===== config.mk =====
export PLATFORM = sky130hd
export DESIGN_NAME = uart_tx8_flat
export DESIGN_NICKNAME = d
export VERILOG_FILES = /design/src/rtl/uart_tx8_if.sv /design/src/rtl/uart_tx8.sv /design/src/flat_wrapper.sv
export SDC_FILE = /design/constraint.sdc
export NUM_CORES = 1
export LEC_CHECK = 0
export BUFFER_PORTS_ARGS = -buffer_cell sky130_fd_sc_hd__buf_2
export CAP_MARGIN = 25
export CORE_MARGIN = 1
export CORE_UTILIZATION = 61
export DETAILED_ROUTE_END_ITERATION = 8
export PLACE_DENSITY = 0.89
export SLEW_MARGIN = 10
export SYNTH_ARGS = -nofsm -noshare
export SYNTH_HDL_FRONTEND = slang
export SYNTH_SLANG_ARGS = --single-unit

===== constraint.sdc =====
create_clock -name clk -period 5.2 [get_ports clk]
set_clock_uncertainty 0.15 [all_clocks]
set_input_delay 0.52 -clock clk [delete_from_list [all_inputs] [get_ports clk]]
set_output_delay 0.52 -clock clk [all_outputs]
set_load 0.1 [all_outputs]

===== src/rtl/uart_tx8_if.sv =====
// Parallel-side signals of the 8N1 UART transmitter: request, byte, line and status.
interface uart_tx8_if;
  logic       txEn;
  logic       txStart;
  logic [7:0] txIn;
  logic       txOut;
  logic       txBusy;
  logic       txDone;

  modport master (output txEn, txStart, txIn, input txOut, txBusy, txDone);
  modport slave  (input txEn, txStart, txIn, output txOut, txBusy, txDone);
endinterface


===== src/rtl/uart_tx8.sv =====
// 8N1 UART transmitter: start bit, 8 data bits LSB first, one stop bit,
// each bit held for CLOCK_RATE / BAUD_RATE clock cycles.
module uart_tx8 #(
  parameter int CLOCK_RATE = 12000000,
  parameter int BAUD_RATE  = 9600
) (
  input logic       clk,
  input logic       reset,
  uart_tx8_if.slave tx
);
  localparam int DIV = CLOCK_RATE / BAUD_RATE;
  localparam int CW  = (DIV < 2) ? 1 : $clog2(DIV);
  localparam logic [CW-1:0] LAST = CW'(DIV - 1);

  if (DIV < 2) begin : g_div_check
    $error("uart_tx8: CLOCK_RATE / BAUD_RATE must be at least 2");
  end

  typedef enum logic [1:0] {IDLE, START, DATA, STOP} state_t;

  state_t        state, state_nx;
  logic [CW-1:0] baud_cnt, baud_cnt_nx;
  logic [2:0]    bit_idx, bit_idx_nx;
  logic [7:0]    data, data_nx;
  logic          line, line_nx;
  logic          done, done_nx;
  logic          bit_end;

  assign bit_end = (baud_cnt == LAST);

  // NOTE: state registers use non-blocking assignments so every flop samples
  // pre-edge values; reset is in the sensitivity list so it acts without a clock.
  always_ff @(posedge clk or posedge reset) begin
    if (reset) begin
      state    <= IDLE;
      baud_cnt <= '0;
      bit_idx  <= '0;
      data     <= '0;
      line     <= 1'b1;
      done     <= 1'b0;
    end else begin
      state    <= state_nx;
      baud_cnt <= baud_cnt_nx;
      bit_idx  <= bit_idx_nx;
      data     <= data_nx;
      line     <= line_nx;
      done     <= done_nx;
    end
  end

  // NOTE: every output of this block gets a default first, so no path leaves
  // a variable unassigned and no latch is inferred.
  always_comb begin
    state_nx    = state;
    baud_cnt_nx = baud_cnt + 1'b1;
    bit_idx_nx  = bit_idx;
    data_nx     = data;
    line_nx     = line;
    done_nx     = 1'b0;

    unique case (state)
      IDLE: begin
        baud_cnt_nx = '0;
        bit_idx_nx  = '0;
        line_nx     = 1'b1;
        if (tx.txEn && tx.txStart) begin
          state_nx = START;
          data_nx  = tx.txIn;
          line_nx  = 1'b0;
        end
      end
      START: begin
        if (bit_end) begin
          state_nx    = DATA;
          baud_cnt_nx = '0;
          bit_idx_nx  = '0;
          line_nx     = data[0];
        end
      end
      DATA: begin
        if (bit_end) begin
          baud_cnt_nx = '0;
          if (bit_idx == 3'd7) begin
            state_nx = STOP;
            line_nx  = 1'b1;
          end else begin
            bit_idx_nx = bit_idx + 3'd1;
            line_nx    = data[bit_idx_nx];
          end
        end
      end
      STOP: begin
        if (bit_end) begin
          state_nx    = IDLE;
          baud_cnt_nx = '0;
          line_nx     = 1'b1;
          done_nx     = 1'b1;
        end
      end
      default: state_nx = IDLE;
    endcase
  end

  // The line comes straight from a flop, so it never glitches.
  assign tx.txOut  = line;
  assign tx.txBusy = (state != IDLE);
  assign tx.txDone = done;
endmodule

===== src/flat_wrapper.sv =====
// flat-port wrapper written by rule: the top's interface ports become plain ports
module uart_tx8_flat 
#(
  parameter int CLOCK_RATE = 12000000,
  parameter int BAUD_RATE  = 9600
)
  (clk, reset, tx_txEn, tx_txStart, tx_txIn, tx_txOut, tx_txBusy, tx_txDone);
  uart_tx8_if tx_i ();
  input logic clk;
  input logic reset;
  input wire logic [$bits(tx_i.txEn)-1:0] tx_txEn;
  input wire logic [$bits(tx_i.txStart)-1:0] tx_txStart;
  input wire logic [$bits(tx_i.txIn)-1:0] tx_txIn;
  output wire logic [$bits(tx_i.txOut)-1:0] tx_txOut;
  output wire logic [$bits(tx_i.txBusy)-1:0] tx_txBusy;
  output wire logic [$bits(tx_i.txDone)-1:0] tx_txDone;
  assign tx_i.txEn = tx_txEn;
  assign tx_i.txStart = tx_txStart;
  assign tx_i.txIn = tx_txIn;
  assign tx_txOut = tx_i.txOut;
  assign tx_txBusy = tx_i.txBusy;
  assign tx_txDone = tx_i.txDone;
  uart_tx8 #(.CLOCK_RATE(CLOCK_RATE), .BAUD_RATE(BAUD_RATE)) u_core (.clk(clk), .reset(reset), .tx(tx_i));
endmodule

==> out/qor.txt, run 1 <==
status: finished, final reports clean
H-Tree Depth: 1
vias: 960
number of clock sinks: 26
Seq/Total Area, Yosys: 47.06%
worst skew pair latency: 330 ps
synth-to-layout area growth: 12.01%
CTS Root Cell: clkbuf_4
Avg Cell Area, Syn: 11.17 µm²
Synth Instances: 124
Period Utilization, post-route: 44.17%
Clock Pin Slew Worst Setup and Hold Paths: 150 ps
Die ar.: 2465 µm²
ant diodes: 0
first-pass GRT wire length: 4140 µm
Antenna Violating Nets Remaining: 0
Critical Path AT: 1630 ps
vias in the first global route: 984
fin crit period: 2297 ps
# Post-CTS Setup Buffers: 0
layout cells sized above 1: 25.53%
DP HPWL: 1840 µm
Req. time, crit path: 4530 ps
Static Leak: 0.0007125 µW
normalized max-slew margin: 67.89%
FP Rows: 16
Async SR Flop Fraction: 100.0%
Ys Warns: 0
Worst R2R Path Depth: 5
final core utilization: 75.98%
kind of critical path: reg -> out
Iter 0 DRT Violations: 11
Max clock buf depth: 2
final net count: 163
final setup vio count: 0
routability cong.: 0.8628
Post-DP Area: 1461 µm²
Max-cap violations: 0
chip width: 49.65 µm
Core Area: 2042 µm²
Crit Path Max Fanout: 5
Worst Hold Class: in -> reg
syn nets: 145
grt total ovfl: 0
max-slew violations: 0
I/O pin cnt: 15
I/O Buffers: 14
largest net degree at the start of global routing: 27
Synth Cell Area: 1385 µm²
initial antenna violation count: 0
via density per instance: 5.714
number of distinct library cells after synthesis: 36
crit end category: output port
Post-Place Cells: 162
Final Cell Area: 1551 µm²
Final Hold Violating Endpoints: 0
f_max: 435.4 MHz
PwrDens: 543.9 nW/µm²
DRC viols: 0
total power draw: 843.8 µW
Worst-Margin Slew: 485.0 ps
effective utilization at floorplan: 67.83%
hold path depth: 2
Initial DRT Pass Iterations: 4
Worst setup SP type: register
worst vdd ir: 429.2 µV
CTS tree: built
Total GRT Usage: 22.44%
Post-synth EDFFs: 0
RSZ-0062 raised after global routing: no
Post-Layout Cell Count: 168
Synth Register Bits: 26
Routed WL: 2500 µm
WL/cell: 14.88 µm
TritonCTS Buffers: 3
setup TNS: 0 ps
die height: 49.65 µm
Top FF cell, synth: dfrtp_1
[kinds of logic after synthesis]
family | share of synthesized area (%)
xor+xnor | 4.426
compound gates | 8.944
mux | 11.29
fa+ha+maj | 8.130
buf+inv | 3.613
simple gates | 16.53
flops | 47.06
[report_power, final]
part / leakage, µW / internal, µW / switching [µW]
clock: 0.0000279 / 78.0 / 62.9
sequential: 0.000334 / 271 / 57.6
combinational: 0.000351 / 158 / 217
[metrics by stage]
step                      setup slack, ps  hold WS (ps)
final                                2903         260.5
after global routing                 2807         253.1
after CTS                            2898         257.4
after detailed placement             3094         354.2
after global placement               3141         345.5
after floorplan                      3174         328.7
[per-layer routing]
layer  global-route usage, %  vias up  share of wire (%)
met1                   23.83      474                 42
met5                       0        -                  0
met3                   3.704        5                2.0
li1                        -      468                  -
met2                   42.57       13                 54
met4                   10.00        0                2.0
[cell type report]
| cell class | instances | area [µm²] |
|---|---|---|
| multi-input cells | 89 | 683.2 |
| inverters | 6 | 22.52 |
| clock buffers | 3 | 22.52 |
| clock inverters | 1 | 30.03 |
| well taps | 27 | 33.78 |
| fillers | 145 | 490.5 |
| repair buffers | 16 | 107.6 |
| flip-flops and latches | 26 | 651.9 |
[critical path: stages, from the launching register on]
cell	delay, ps
dfrtp_1	440
inv_1	100
ha_1	270
inv_1	70
buf_2	410
[placed cells by master, fill, tap and decap left out, types with 4 or more instances in the layout]
cell	instances
buf_2	14
dfrtp_1	25
ha_1	9
inv_1	6
mux2_2	9
mux2i_1	4
nand2_1	7
nand2b_1	4
nand3_1	6
nor2_1	12
o21ai_0	5
xor2_1	4
[Yosys cell counts (2+ instances only)]
cell / count / share of area (%)
mux2_2: 9 / 7.3
dfrtp_1: 25 / 45
o21ai_0: 5 / 1.8
nor2_1: 12 / 3.3
nand2_1: 7 / 1.9
and3_1: 2 / 0.90
nand3_1: 6 / 2.2
nand2b_1: 4 / 1.8
mux2i_1: 4 / 2.9
o21ai_1: 3 / 1.1
xor2_1: 4 / 2.5
nor3_1: 2 / 0.72
xnor2_1: 3 / 1.9
or3_1: 2 / 0.90
a21oi_1: 2 / 0.72
inv_1: 6 / 1.6
ha_1: 9 / 8.1
[final timing paths]
| path | slack, ps | endpoint | start |
|---|---|---|---|
| min in group asynchronous | 500 | u_core.baud_cnt[7] | reset |
| max in group asynchronous | 3920 | u_core.tx.txOut | reset |
| worst max register to register | 3060 | u_core.state[1] | u_core.baud_cnt[4] |
| worst min-delay path | 260 | u_core.data[1] | tx_txIn[1] |
| worst min register to register | 380 | u_core.baud_cnt[0] | u_core.baud_cnt[0] |
| worst max-delay path | 2900 | tx_txBusy | u_core.state[1] |
[registers in the layout, summed over array words and instances, names as in the netlist]
name / count
u_core.bit_idx: 3
u_core.state: 2
u_core.baud_cnt: 11
u_core.tx.txOut: 1
u_core.tx.txDone: 1
u_core.data: 8
[repair_timing]
item	CTS	global route
gates resized for setup	0	0
endpoints found under the hold margin	0	5
hold buffers	0	1
Power figures use the tool's default switching activity.
==> run 2, diff against run 1 <==
- ABC_AREA: unset -> 1
- CORE_UTILIZATION: 61 -> 52
- PLACE_DENSITY: 0.89 -> 0.82
- clock period: 5.2 -> 2.1 ns (I/O delays scaled with it)
==> out/qor.txt, run 2 <==
status: finished, final reports clean
number of clock sinks: 26 (unchanged)
layout cells sized above 1: 14.90% (-11 points)
most frequent cell after synthesis: nand2_1
TritonCTS Buffers: 3 (unchanged)
crit end category: output port
Reg with most FFs: u_core.baud_cnt
RSZ-0062 raised after global routing: no
fin crit period: 1910 ps
Seq/Total Area, Yosys: 45.19% (-1.9 points)
syn nets: 202 (+39%)
Synth Register Bits: 26 (unchanged)
area leader, netlist: dfrtp_1
setup TNS: 0 ps (unchanged)
Worst-Margin Slew: 618.5 ps (+133.5 ps)
Period Utilization, post-route: 90.96%
commonest non-fill, non-tap cell in the layout: nand2_1
Synth Cell Area: 1443 µm² (+4.2%)
die height: 54.67 µm (+10%)
Sw Share: 45.59% (+5.7 points)
Clock Power Share: 12.3% (-4.4 points)
vias in the first global route: 1177 (+20%)
FP Rows: 18 (+2)
Synth Instances: 181 (+46%)
largest cells by area after synthesis: dfrtp_1 43%, nand2_1 16%, ha_1 7.8%, nand3_1 5.6%, inv_1 5.5%
initial antenna violation count: 0 (unchanged)
worst hold start: tx_txEn
final setup vio count: 0 (unchanged)
f_max: 523.5 MHz
Routed WL: 2869 µm (+15%)
final net count: 230 (+41%)
most frequent cells in the layout: 60 x nand2_1, 25 x dfrtp_1, 21 x inv_1, 16 x nand3_1, 13 x buf_2
Req. time, crit path: 1740 ps (-2790 ps)
chip width: 54.67 µm (+10%)
Iter 0 DRT Violations: 29 (+18)
DP HPWL: 2200 µm (+20%)
Final Hold Violating Endpoints: 0 (unchanged)
Max clock buf depth: 2 (unchanged)
Async SR Flop Fraction: 100.0% (unchanged)
Worst Hold Class: in -> reg
H-Tree Depth: 1 (unchanged)
Slowest cell on crit path: dfrtp_1
PwrDens: 1171 nW/µm² (+120%)
critical path startpoint: u_core.state[0]
DRC viols: 0 (unchanged)
via density per instance: 5.239 (-8.3%)
vias: 1247 (+30%)
Commonest cells post-synth: 60 x nand2_1, 25 x dfrtp_1, 21 x inv_1, 16 x nand3_1, 12 x nor2_1
Avg Cell Area, Syn: 7.970 µm² (-29%)
Initial DRT Pass Iterations: 4 (unchanged)
worst skew pair latency: 310 ps (-20 ps)
normalized max-slew margin: 58.72% (-9.2 points)
Post-synth EDFFs: 0 (unchanged)
largest stage delay on the critical path: 420 ps (-20 ps)
Synth top area share: 43.37% (-1.8 points)
Die ar.: 2989 µm² (+21%)
Top FF cell, synth: dfrtp_1
I/O pin cnt: 15 (unchanged)
Net Sw Power: 898.2 µW (+170%)
Ys Warns: 0 (unchanged)
CP most frequent cell: inv_1
Crit Path Max Fanout: 4 (-1)
Static Leak: 0.0008715 µW (+22%)
Total GRT Usage: 22.06% (-0.37 points)
Seq pwr share: 39.6% (+0.6 points)
worst vdd ir: 1069 µV (+150%)
Max-cap violations: 0 (unchanged)
Comb pwr share: 48.1% (+3.8 points)
I/O Buffers: 14 (unchanged)
Antenna Violating Nets Remaining: 0 (unchanged)
grt total ovfl: 0 (unchanged)
# Post-CTS Setup Buffers: 0 (unchanged)
effective utilization at floorplan: 56.69% (-11 points)
Critical Path AT: 1550 ps (-80 ps)
WL/cell: 12.05 µm (-19%)
Clock Pin Slew Worst Setup and Hold Paths: 140 ps (about the same)
Largest register FFs: 11 (unchanged)
first-pass GRT wire length: 4650 µm (+12%)
ant diodes: 0 (unchanged)
routability cong.: 0.9130 (+5.8%)
max-slew violations: 0 (unchanged)
largest net degree at the start of global routing: 17 (-37%)
CTS Root Cell: clkbuf_4
Int Pwr: 1072 µW (+110%)
Core Area: 2545 µm² (+25%)
synth-to-layout area growth: 16.65%
Worst setup SP type: register
CTS tree: built
RR Startpoint: u_core.state[1]
crit-path cells: inv_1, ha_1, inv_1, clkbuf_4
largest registers: u_core.baud_cnt: 11 flops, u_core.data: 8 flops, u_core.bit_idx: 3 flops
Post-Place Cells: 225 (+39%)
Post-Layout Cell Count: 238 (+42%)
kind of critical path: reg -> out
number of distinct library cells after synthesis: 26 (-28%)
## run 2: cell count changes after synthesis, moves of 3 or more
| cell | delta |
|---|---|
| mux2i_1 | -4 |
| inv_1 | +15 |
| nand3_1 | +10 |
| a21oi_1 | +4 |
| xor2_1 | -3 |
| o21ai_0 | -3 |
| nand2_1 | +53 |
| nand2b_1 | -4 |
| mux2_2 | -9 |
| nor3_1 | +3 |
## run 2: per-layer routing
| layer | share of wire, % | global-route usage (%) |
|---|---|---|
| met1 | 44 | 25.43 |
| met2 | 51 | 38.15 |
| met3 | 2.7 | 3.056 |
| met4 | 2.2 | 13.25 |
| met5 | 0 | 0 |
## run 2: cell type report
cell class              instances  area [µm²]
well taps                      30       37.54
repair buffers                 24       170.2
inverters                      22       82.58
fillers                       214       862.1
multi-input cells             132       704.4
clock buffers                   4       36.28
flip-flops and latches         26       651.9
## run 2: repair_timing
| action | 4_1_cts | 5_1_grt |
|---|---|---|
| hold endpoints to repair | 22 | 0 |
| gates resized for setup | 0 | 1 |
| setup endpoints to repair | 0 | 1 |
| hold buffers | 9 | 0 |
## run 2: final timing paths
check	end	slack (ps)	cells after the start
setup / recovery	tx_txBusy	190	4
hold / removal	u_core.data[2]	130	5
setup reg to reg	u_core.data[7]	230	7
hold reg to reg	u_core.tx.txOut	340	2
max in group asynchronous	u_core.data[3]	860	4
min in group asynchronous	u_core.baud_cnt[10]	340	3
## run 2: kinds of logic (layout without fill, tap and decap cells)
kind of cell / after synthesis / after routing / synth area share [%]
simple gates: 109 / 109 / 35.65
flops: 26 / 26 / 45.19
buf+inv: 23 / 50 / 5.984
compound gates: 12 / 12 / 4.163
fa+ha+maj: 9 / 9 / 7.806
xor+xnor: 2 / 2 / 1.214
## run 2: power by group through the flow
stage | clock network, µW | registers (µW) | logic [µW]
2_1_floorplan | 0 | 833 | 677
3_3_place_gp | 0 | 784 | 881
3_5_place_dp | 0 | 791 | 920
4_1_cts | 253 | 779 | 939
5_1_grt | 273 | 804 | 1060
6_report | 242 | 780 | 947
## run 2: worst max-delay path, delay by kind of cell (launching register included)
family | cells | cell delay (ps)
fa+ha+maj | 1 | 230
buf+inv | 3 | 580
flops | 1 | 420
## run 2: per-stage QoR
stage / instance area (µm²) / utilization (%) / hold slack [ps] / worst slack (ps) / total power (µW)
final: 1683 / 66.13 / 129.4 / 189.9 / 1970
after detailed placement: 1554 / 61.06 / 168.0 / 279.1 / 1711
after floorplan: 1443 / - / 99.28 / 26.97 / 1509
after global routing: 1683 / 66.13 / 149.0 / 60.37 / 2137
after global placement: 1554 / 61.06 / 165.6 / 368.3 / 1665
after CTS: 1680 / 66.03 / 122.6 / 82.48 / 1972
